`config.mk`:
```
export PLATFORM = sky130hd
export DESIGN_NAME = weight_read_sequencer
export DESIGN_NICKNAME = d
export VERILOG_FILES = /design/src/rtl/elm_ctrl_pkg.sv /design/src/rtl/weight_read_sequencer.sv
export SDC_FILE = /design/constraint.sdc
export NUM_CORES = 1
export LEC_CHECK = 0
export BUFFER_PORTS_ARGS = -buffer_cell sky130_fd_sc_hd__buf_2
export CORE_UTILIZATION = 44
export DETAILED_ROUTE_END_ITERATION = 12
export PLACE_DENSITY = 0.79
export SYNTH_ARGS = -nofsm -noshare
export SYNTH_HDL_FRONTEND = slang
export SYNTH_SLANG_ARGS = --single-unit
```
`constraint.sdc`:
```
create_clock -name clk -period 2.1 [get_ports clk]
set_input_delay 0.42 -clock clk [delete_from_list [all_inputs] [get_ports clk]]
set_output_delay 0.42 -clock clk [all_outputs]
set_load 0.02 [all_outputs]
```
`src/rtl/elm_ctrl_pkg.sv`:
```
// Shared control encodings for the neuron-layer controllers.
// The state numbering is fixed so later layer controllers can reuse it.
package elm_ctrl_pkg;

  typedef enum logic [1:0] {
    ST_IDLE  = 2'd0,
    ST_RUN   = 2'd1,
    ST_DRAIN = 2'd2,
    ST_DONE  = 2'd3
  } elm_state_e;

endpackage

```
`src/rtl/weight_read_sequencer.sv`:
```
// Steps one neuron's weight memory alongside its activation stream and
// delays the activation one cycle so it meets the weight read data.
//
// state | meaning
// IDLE  | waiting for element 0 of a vector, cnt = 0
// RUN   | accepting elements 1..numWeight-1, gaps allowed
// DRAIN | last pair on the MAC port, input stalled
// DONE  | done pulse, input stalled
module weight_read_sequencer #(
  parameter int numWeight    = 784,
  parameter int addressWidth = 10,
  parameter int dataWidth    = 16
) (
  input  logic                  clk,
  input  logic                  rst,
  input  logic                  in_valid,
  input  logic [dataWidth-1:0]  in_data,
  output logic                  in_ready,
  output logic                  ren,
  output logic [addressWidth:0] raddr,
  input  logic [dataWidth-1:0]  wout,
  output logic                  mul_valid,
  output logic [dataWidth-1:0]  mul_x,
  output logic [dataWidth-1:0]  mul_w,
  output logic                  mul_last,
  output logic                  done
);
  import elm_ctrl_pkg::*;

  localparam int CW = addressWidth + 1;
  localparam logic [CW-1:0] CNT_LAST = CW'(numWeight - 1);

  elm_state_e           state_q, state_d;
  logic [CW-1:0]        cnt_q, cnt_d;
  logic                 mul_valid_q, mul_last_q;
  logic [dataWidth-1:0] mul_x_q;
  logic                 accept, at_last;

  assign in_ready = (state_q == ST_IDLE) || (state_q == ST_RUN);
  assign accept   = in_valid & in_ready;
  assign at_last  = (cnt_q == CNT_LAST);

  always_comb begin
    state_d = state_q;
    cnt_d   = cnt_q;
    case (state_q)
      ST_IDLE: begin
        cnt_d = '0;
        if (accept) begin
          if (numWeight == 1) begin
            state_d = ST_DRAIN;
          end else begin
            state_d = ST_RUN;
            cnt_d   = CW'(1);
          end
        end
      end
      ST_RUN: begin
        if (accept) begin
          if (at_last) begin
            state_d = ST_DRAIN;
            cnt_d   = '0;
          end else begin
            cnt_d = cnt_q + CW'(1);
          end
        end
      end
      ST_DRAIN: state_d = ST_DONE;
      ST_DONE:  state_d = ST_IDLE;
    endcase
  end

  always_ff @(posedge clk or posedge rst) begin
    if (rst) begin
      state_q     <= ST_IDLE;
      cnt_q       <= '0;
      mul_valid_q <= 1'b0;
      mul_x_q     <= '0;
      mul_last_q  <= 1'b0;
    end else begin
      state_q     <= state_d;
      cnt_q       <= cnt_d;
      mul_valid_q <= accept;
      mul_last_q  <= accept & at_last;
      if (accept) begin
        mul_x_q <= in_data;
      end
    end
  end

  // Read data arrives one cycle after ren, the same cycle mul_x_q updates.
  assign ren       = accept;
  assign raddr     = cnt_q;
  assign mul_valid = mul_valid_q;
  assign mul_x     = mul_x_q;
  assign mul_w     = wout;
  assign mul_last  = mul_last_q;
  assign done      = (state_q == ST_DONE);

endmodule

```
[Word-level counts from Yosys, hierarchy flattened]
Index checks and enable logic that the tools add are counted.
Widths: inputs -> output; s select.
Storage, ports and cells
  register bits: 31
  output and inout bits: 48
  word-level logic and storage cells: 28
Operators by class
  add/subtract/negate cells: 1
  eq/ne operators: 7
  muxes and demuxes: 8
  bitwise logic cells: 2
  reduce and logical (&&, ||, !) cells: 5
Operators by type and width (count)
  $mux 11: 2
  $pmux 11 s2: 1
  $add 11x1->11 const B: 1
  $eq 11x10->1 const B: 1
  $pmux 2 s4: 1
  $mux 2: 3
  $ne 2x2->1 const B: 3
  $eq 2x2->1 const B: 2
  $reduce_and 3->1: 1
  $and 1x1->1: 2
  $eq 2x1->1 const B: 1
  $logic_not 2->1: 1
  $reduce_and 2->1: 1
  $reduce_bool 2->1: 1
  $logic_or 1x1->1: 1
  $mux 1: 1

[Logic depth before layout (Yosys ltp)]
  depth in word-level cells: 5
  mapped depth: 7

[Least setup slack after synthesis]
No wires, ideal clock.
  kind: register -> output
  from: register state_q[0]
  to: output port ren
  arrival: 1.527 ns
  path slack: 0.153 ns
  stages on the path, launching flop included: 8
  path buffers: 1
  cells stage by stage: dfrtp_1 > inv_1 > ha_1 > nor2_1 > inv_1 > nand2_1 > buf_4 > inv_1
On the way
  cells in the longest elaborated chain, start to end: 3
RTL lines
  from (decl): line weight_read_sequencer.sv:33  | elm_state_e state_q, state_d;
  from (signal assigned): line weight_read_sequencer.sv:81  | state_q <= state_d;
  $eq 2x1->1 or $logic_not 2->1 (tied branches): line weight_read_sequencer.sv:39  | assign in_ready = (state_q == ST_IDLE) || (state_q == ST_RUN);
  $logic_or 1x1->1 *: line weight_read_sequencer.sv:39
  named net in_ready: line weight_read_sequencer.sv:18  | output logic in_ready,
  $and 1x1->1 *: line weight_read_sequencer.sv:40  | assign accept = in_valid & in_ready;
  to (decl): line weight_read_sequencer.sv:19  | output logic ren,
The timed path passes the listed nets; every way through them passes the cells marked *.

[Worst setup path in the final report]
  from: register state_q[0]
  to: output port ren
On the way
  cells in the longest elaborated chain, start to end: 3
RTL lines (line)
  $eq 2x1->1 or $logic_not 2->1 (tied branches): weight_read_sequencer.sv:39
  $logic_or 1x1->1 *: weight_read_sequencer.sv:39
  $and 1x1->1 *: weight_read_sequencer.sv:40
Every way passes the cells marked *; elsewhere a longest branch is shown, timed or not.

==> flow_summary.ini <==
[cells_and_area]
mostFrequentLayoutCell = buf_2
fin_nets = 227
fill_cells = 311
final_cell_mix = buf_2, dfrtp_1, mux2_2
regArea_um2 = 776
layout.cells.non_filler = 234
utilization_pct = 56.8
layout-drive-gt1-share_pct = 48.4
diodes = 0
syn2layout_area_growth_pct = 23.0
multi_input_area_um2 = 647

[synth]
avgSynthCellArea_um2 = 11.0
synth_fp_nets = 181
syn_inst = 141
synth-seq-cells = 31
yosys_warnings = 0
synthDistinctLibCells = 32
yosysSeqAreaShare_pct = 50.0
syn_area_mm2 = 0.00155

[drt]
vias = 1184
postRouteAntennaNets = 0
wirelength_um = 3170
firstDrtPassIters = 4
vias_per_cell = 5.06
drtIter0Drc = 46
wl_per_cell_um = 13.6
remaining_drc_errors = 0

[power]
switching_share_pct = 32.6
ir_drop_mv = 0.606
seqPwrFrac_pct = 46.5
clockPowerShare_pct = 30.8
comb_power_share_pct = 22.6
power.density_mw_per_mm2 = 856
p_leak_nw = 0.956
switching_power_mw = 0.533
p_int_mw = 1.10

[setup_path]
worstSetupPathType = flop to primary output
crit_top_cell = inv_1
worstSetupEndpointType = primary output
cp.required_ns = 1.68
cp_cell_sequence = inv_2, ha_4, nor2_4, inv_1, nand2_4, inv_1, buf_2
start_kind = flop
crit_fanout = 7
critical_path_arrival_ns = 1.60
crit_slowest_cell = dfrtp_1
max_stage_delay_ns = 0.45

[floorplanning]
pin_count = 83
rows = 21
start_util_pct = 46.2
die_area_mm2 = 0.00377
die_h_um = 61.4
die_w_um = 61.4
core_area_mm2 = 0.00336

[placed_design]
portBuffers = 50
place.gp.congestion = 0.812
place_ws_ns = 0.178
place.detailed.hpwl_um = 2250
dp_cells = 224

[global_routing]
grtUsageMet2_pct = 29.0
use_met1_pct = 22.6
grt.busiest_layer = met2
grtUsageTotal_pct = 18.8
antenna_found_initial = 0
globalRouteMet3Util_pct = 7.35
gr-total-overflow = 0
grt_start_max_net_pins = 32
grt_pass1_vias = 1165
grt_pass1_wl_um = 5040

[worst_hold_path]
hold_class = input pin to asynchronous set/reset pin

[sta]
hold_viol = 0
fin_ws_ns = 0.0785
skew_ns = 0.0149
relSlewSlack_pct = 75.4
holdWs_ns = 0.126
finalCriticalPeriod_ns = 2.02
fin_crit_sh_pct = 96.3
setup_viol = 0
finalSetupTns_ns = 0
drv_slew = 0
worst_pin_slew_ns = 0.366
clock.fmax_ghz = 0.495

[clocking]
root_buffer = clkbuf_4
clk_pin_slew_ns = 0.11
cts_max_level = 2
cts_tree = yes
cts_inserted_buffers = 5
clock-sinks = 31
clk_latency_ns = 0.34
clock_path_buffers = 2

[run_status]
status = completed

[run]
cap_viol_max_count = 0
-- layout make-up --
class | count | area share (%)
clock inverters | 2 | 1.83
flip-flops and latches | 31 | 40.6
repair buffers | 58 | 16.2
inverters | 9 | 1.77
clock buffers | 6 | 2.69
well taps | 46 | 3.01
multi-input cells | 82 | 33.9
-- worst paths after layout --
check,startpoint,end,slack [ns],depth (start not counted)
worst max-delay path,state_q[0],ren,0.08,7
worst min-delay path,rst,mul_x[4],0.13,3
worst max register to register,state_q[1],raddr[9],0.39,6
worst min register to register,mul_x[14],mul_x[14],0.51,1
max in group asynchronous,rst,mul_x[14],1.68,3
min in group clk,in_data[1],mul_x[1],0.30,2
-- metrics by stage --
stage          instance area, um2  power, mW
6_report                     1910       1.64
3_3_place_gp                 1770       1.13
2_1_floorplan                1550       1.04
3_5_place_dp                 1770       1.14
5_1_grt                      1910       1.72
4_1_cts                      1870       1.64
-- cell families after synthesis --
group           after synthesis  share of synthesized area, %
mux                          18                          13.0
flops                        31                          50.0
xor+xnor                      6                          3.38
compound gates               15                          6.04
buf+inv                      28                          11.0
simple gates                 38                          12.7
fa+ha+maj                     5                          4.03
-- registers in the layout (all words and copies together) (netlist names) --
| name | cells |
|---|---|
| mul_last | 1 |
| mul_valid | 1 |
| mul_x | 16 |
| raddr | 11 |
| state_q | 2 |
-- critical path, delay by kind of cell (launching register included) --
family                   cells  cell delay [ns]
buffers and inverters        4             0.39
flip-flops                   1             0.45
adder cells (fa/ha/maj)      1             0.19
AND/OR/NAND/NOR              2             0.25
-- synthesized netlist by cell type (all sizes together) --
master   number  share of area (%)
nor4          3                1.6
dfrtp        31                 50
a21boi        1               0.48
a21oi         3               0.97
nor3          3               0.97
a21o          1               0.48
nand3         5                1.6
a31oi         1               0.40
nor2b         1               0.40
nor2         10                2.4
and2          1               0.40
nand4         4                2.0
xnor2         6                3.4
o21ai         6                1.9
clkbuf        1               0.24
mux2i         1               0.64
o31ai         1               0.48
inv           9                2.2
or4           1               0.48
ha            5                4.0
o21bai        1               0.73
nand2         8                1.9
buf          18                8.5
and3          1               0.40
mux2         17                 12
or2           1               0.40
a2bb2oi       1               0.56
-- power groups by stage --
| stage | Clock [mW] | Combinational [mW] | Sequential [mW] |
|---|---|---|---|
| after CTS | 0.507 | 0.371 | 0.760 |
| after floorplan | 0 | 0.185 | 0.857 |
| final | 0.504 | 0.370 | 0.761 |
| after global placement | 0 | 0.360 | 0.771 |
| after global routing | 0.539 | 0.404 | 0.775 |
| after detailed placement | 0 | 0.370 | 0.771 |
-- routing by layer --
layer	part of all wire, %	wire (um)	up-vias
li1	-	-	555
met1	44	1390	557
met2	46	1470	56
met3	7.8	247	16
met4	2.1	67	0
met5	0	0	-
-- what timing repair did --
item,CTS,global route
setup endpoints to repair,1,1
resized for setup,3,7
setup buffers,1,1
hold buffers,0,0
pin swaps,0,1
Note: power is estimated with default switching activity, not from simulation.
